<file path="src/rtl/fp_align_add.sv">
// Mantissa-alignment and add stage of the 8-bit floating-point adder.
// Operand value = F * 2^E with E = bits [7:5] and F = bits [4:0].
// The smaller operand's mantissa is shifted right one bit per cycle until
// the exponents match. The mantissas are then added, and the result is
// renormalised once on carry. It saturates to all-ones at the top exponent.
//
// state | meaning
// IDLE  | waiting for an operand pair, in_ready high
// ALIGN | shifting bMant right, one bit per cycle
// ADD   | single-cycle add / renormalise / saturate
// DONE  | result presented, waiting for out_ready
module fp_align_add #(
  parameter int EXP_W = 3,
  parameter int MAN_W = 5
) (
  input  logic                   clk,
  input  logic                   reset,
  input  logic                   in_valid,
  output logic                   in_ready,
  input  logic [EXP_W+MAN_W-1:0] aIn,
  input  logic [EXP_W+MAN_W-1:0] bIn,
  output logic                   out_valid,
  input  logic                   out_ready,
  output logic [EXP_W+MAN_W-1:0] sum,
  output logic                   overflow
);

  typedef enum logic [1:0] {IDLE, ALIGN, ADD, DONE} state_t;

  localparam int W = EXP_W + MAN_W;
  localparam logic [EXP_W-1:0] EXP_MAX = {EXP_W{1'b1}};

  state_t            state, state_nxt;
  logic [EXP_W-1:0]  a_exp, cnt;
  logic [MAN_W-1:0]  a_mant, b_mant;
  logic              swap, shift_en;
  logic [EXP_W-1:0]  hi_exp, lo_exp;
  logic [MAN_W-1:0]  hi_mant, lo_mant;
  logic [MAN_W:0]    s6;
  logic [W-1:0]      result;
  logic              result_ovf;

  assign in_ready  = (state == IDLE);
  assign out_valid = (state == DONE);
  assign shift_en  = (cnt != '0) && (b_mant != '0);

  // Order fallback: keep the larger exponent in the "a" slot even if upstream misordered.
  always_comb begin
    swap    = aIn[W-1:MAN_W] < bIn[W-1:MAN_W];
    hi_exp  = swap ? bIn[W-1:MAN_W] : aIn[W-1:MAN_W];
    lo_exp  = swap ? aIn[W-1:MAN_W] : bIn[W-1:MAN_W];
    hi_mant = swap ? bIn[MAN_W-1:0] : aIn[MAN_W-1:0];
    lo_mant = swap ? aIn[MAN_W-1:0] : bIn[MAN_W-1:0];
  end

  // Mantissa add with single-step renormalisation and saturation at the top exponent.
  always_comb begin
    s6         = {1'b0, a_mant} + {1'b0, b_mant};
    result     = {a_exp, s6[MAN_W-1:0]};
    result_ovf = 1'b0;
    if (s6[MAN_W]) begin
      if (a_exp != EXP_MAX) begin
        result = {a_exp + 1'b1, s6[MAN_W:1]};
      end else begin
        result     = '1;
        result_ovf = 1'b1;
      end
    end
  end

  // State register.
  always_ff @(posedge clk or posedge reset) begin
    if (reset) state <= IDLE;
    else       state <= state_nxt;
  end

  // Next-state logic.
  always_comb begin
    state_nxt = state;
    case (state)
      IDLE:    if (in_valid)  state_nxt = ALIGN;
      ALIGN:   if (!shift_en) state_nxt = ADD;
      ADD:                    state_nxt = DONE;
      DONE:    if (out_ready) state_nxt = IDLE;
      default:                state_nxt = IDLE;
    endcase
  end

  // Operand capture, per-cycle alignment shift and result register.
  always_ff @(posedge clk or posedge reset) begin
    if (reset) begin
      a_exp    <= '0;
      a_mant   <= '0;
      b_mant   <= '0;
      cnt      <= '0;
      sum      <= '0;
      overflow <= 1'b0;
    end else begin
      case (state)
        IDLE: if (in_valid) begin
          a_exp  <= hi_exp;
          a_mant <= hi_mant;
          b_mant <= lo_mant;
          cnt    <= hi_exp - lo_exp;
        end
        ALIGN: if (shift_en) begin
          b_mant <= b_mant >> 1;
          cnt    <= cnt - 1'b1;
        end
        ADD: begin
          sum      <= result;
          overflow <= result_ovf;
        end
        default: ;
      endcase
    end
  end

endmodule

</file>
<file path="config.mk">
export PLATFORM = sky130hd
export DESIGN_NAME = fp_align_add
export DESIGN_NICKNAME = d
export VERILOG_FILES = /design/src/rtl/fp_align_add.sv
export SDC_FILE = /design/constraint.sdc
export NUM_CORES = 1
export LEC_CHECK = 0
export CAP_MARGIN = 30
export CORE_ASPECT_RATIO = 0.9
export CORE_MARGIN = 2
export CORE_UTILIZATION = 60
export CTS_BUF_LIST = sky130_fd_sc_hd__clkbuf_16
export DETAILED_ROUTE_END_ITERATION = 8
export DONT_BUFFER_PORTS = 1
export PLACE_DENSITY = 0.76
export SYNTH_ARGS = -nofsm -noshare
export SYNTH_HDL_FRONTEND = slang
export SYNTH_SLANG_ARGS = --single-unit
</file>
<file path="constraint.sdc">
create_clock -name clk -period 2.4 [get_ports clk]
set_input_delay 0.36 -clock clk [delete_from_list [all_inputs] [get_ports clk]]
set_output_delay 0.36 -clock clk [all_outputs]
set_load 0.005 [all_outputs]
</file>
==> run metrics <==
status finished clean; Core Region 2770 sq um; Switching Power 0.001020 W; Iteration-0 DRC Markers 35; reg2reg end sum[0]; min cycle time layout 2.048 ns; #FFs+latches synth 27; Die X-Extent 61.18 um; # diodes 0; gpl congestion 0.8131; Fin Setup TNS 0 ns; Post-CTS Setup Bufs 0; Layout area overhead 5.670%; Clock Skews 0.006509 ns; crit-path max FO 10; Pre-Repair DR Iteration Count 4; RSZ-0062 raised after global routing false; aggregate global routing overflow 0; clock share of power about 16%; CTS Buf Count 3; Setup Crit Path Kind flop to flop; YS warnings 0; Critical Path Sink sum[0]; Post-DRT Antenna Nets 0; clock buffer depth 2; WL final 3480 um; die area 3393 sq um; sequential share of power 34.4%; Worst EP arrival 2.17 ns; worst r2r src b_mant[3]; cell with the most instances after synthesis dfrtp_1; max-cap violation count 0; ys async rst share 100.0%; Root Buffer clkbuf_16; Final Cycle Share 85.33%; first-pass GRT wire length about 5800 um; peak supply drop 901.5 uV; Total Routing Usage GR 22.46%; Reg2Reg Depth 6; EDFF count, synth 0; maximum clock rate 488.3 MHz; Final HPWL DP 2647 um; P_leak 0.8659 nW; Mapped Cells between 150 and 200; Top FF cell, synth dfrtp_1; min setup slack post-route ~0.35 ns; cell-internal power 0.001395 W; H-Tree Level Count 1; max-slew violations 0; Vias/cell 5.983; Worst-Margin Slew 0.6425 ns; dpl cells 225; syn avg cell area 9.195 sq um; initial antenna violation count 0; Post-layout nets 227; HP Class input pin to async pin; post-cts resize count 0; count of buffers from port buffering 0; WL/cell 15.20 um; Clock Latency Late Sink 0.26 ns; Vias around 1.4k; area fraction of the dominant cell type after synthesis between 30% and 40%; Cell variety after synth 41; Pwr per Cell Area ~1300 nW/um^2; Relative slew margins 57.16%; sequential element share of the synthesized area 38.27%; Register Area 675.6 sq um; post-route DRC violation count 0; final cell count without fillers 229; syn nets 229; R2R Setup Slk between 0.3 and 0.4 ns; FILL cells 231; endpoints failing hold 0; footprint of the multi-input gates 959.7 sq um; top post-synthesis cells by area dfrtp_1 38%, ha_1 11%, mux2i_1 7.4%, a21oi_1 5.7%, inv_1 4.7%; Logic pwr share 49.6%; most area-hungry cell type in the Yosys netlist dfrtp_1; Crit. End Element flop; CTS tree done; row count 18; most frequent cells after synthesis 27 x dfrtp_1, 22 x inv_1, 20 x a21oi_1; Clk pin slew, worst setup/hold paths 0.07 ns; Net Sw Frac 42.24%; Worst Path Required 2.52 ns; initial core utilization a little under two thirds; IO Pins 31; critical path launch point b_mant[3]; number of clock sinks 27; share of cells above drive strength 1 5.820%; vias in the first global route about 1.4k; CP startpoint kind flop; worst slack, placed 0.1438 ns; # hold bufs at CTS 0; post-synthesis cell area 1765 sq um; pin count of the biggest net entering global routing 28; Die H 55.46 um; Finish-stage setup viols 0
[cell type report]
type | count | share of cell area (%)
clock buffer | 3 | 4.024
clock inverter | 1 | 0.4024
inverter | 22 | 4.427
multi-input combinational | 134 | 51.44
sequential | 27 | 36.22
tap | 40 | 2.683
timing repair buffer | 2 | 0.8048
[power by group through the flow]
stage / registers [W] / logic, W / clock network, W
floorplan: 0.000796 / 0.00102 / 0
global placement: 0.000827 / 0.00113 / 0
detailed placement: 0.000836 / 0.00119 / 0
CTS: 0.000833 / 0.00120 / 0.000389
global route: 0.000860 / 0.00137 / 0.000409
finish: 0.000832 / 0.00120 / 0.000385
[sequential cells by signal (all words and copies together) (netlist names)]
register  flops
a_mant        5
overflow      1
cnt           3
a_exp         3
sum           8
state         2
b_mant        5
[worst min-delay path by stage]
stage          slack (ns)  cells past startpoint       end   from
5_1_grt              0.07                      2    sum[4]  reset
3_5_place_dp         0.33                      2    sum[4]  reset
4_1_cts              0.05                      2    sum[3]  reset
6_report             0.04                      2    sum[4]  reset
2_1_floorplan        0.41                      1  a_exp[0]  reset
3_3_place_gp         0.33                      2    sum[3]  reset
[per-stage QoR]
stage | area, sq um | utilization, % | total power (W) | hold WS [ns]
2_1_floorplan | 1765 | - | 0.001818 | 0.4127
3_3_place_gp | 1783 | 64.36 | 0.001959 | 0.3256
3_5_place_dp | 1783 | 64.36 | 0.002023 | 0.3346
4_1_cts | 1866 | 67.34 | 0.002424 | 0.05219
5_1_grt | 1866 | 67.34 | 0.002643 | 0.07368
6_report | 1866 | 67.34 | 0.002416 | 0.03573
[per-layer routing]
metal  up-vias  part of all wire [%]  track usage (%)
met5         -                     0                0
met4         0                   1.4            7.143
met3         6                   5.3            4.684
met2        44                    49            38.15
met1       647                    44            27.69
li1        673                     -                -
[layout by cell type (no fill, tap or decap), drive strengths merged, types with 2 or more instances in the layout]
cell    instances
nand3           8
inv            22
and2            3
nor2           19
xnor2           2
a21oi          20
nand4           2
o21bai          2
nand2b          3
nand2           6
o221ai          7
dfrtp          27
a21o            2
ha             16
o22ai           3
buf             2
mux2i          13
clkbuf          3
or3             2
o21ai           9
nor3            2
a31oi           2
[critical path, stage by stage, from the launching register on]
cell and delay (ns):
dfrtp_1 0.42, ha_1 0.35, a21o_1 0.21, and2_4 0.16, or3_1 0.46, o221ai_1 0.23
o21ai_1 0.09
[kinds of logic after synthesis]
logic type / Yosys count / share of synthesized area, %
AOI/OAI and AO/OA: 50 / 18.21
and+or+nand+nor: 50 / 14.18
buffers and inverters: 31 / 7.371
DFF: 27 / 38.27
adders and majority gates: 17 / 12.47
muxes: 14 / 8.008
xor gates and xnor gates: 3 / 1.489
Power figures use the tool's default switching activity.
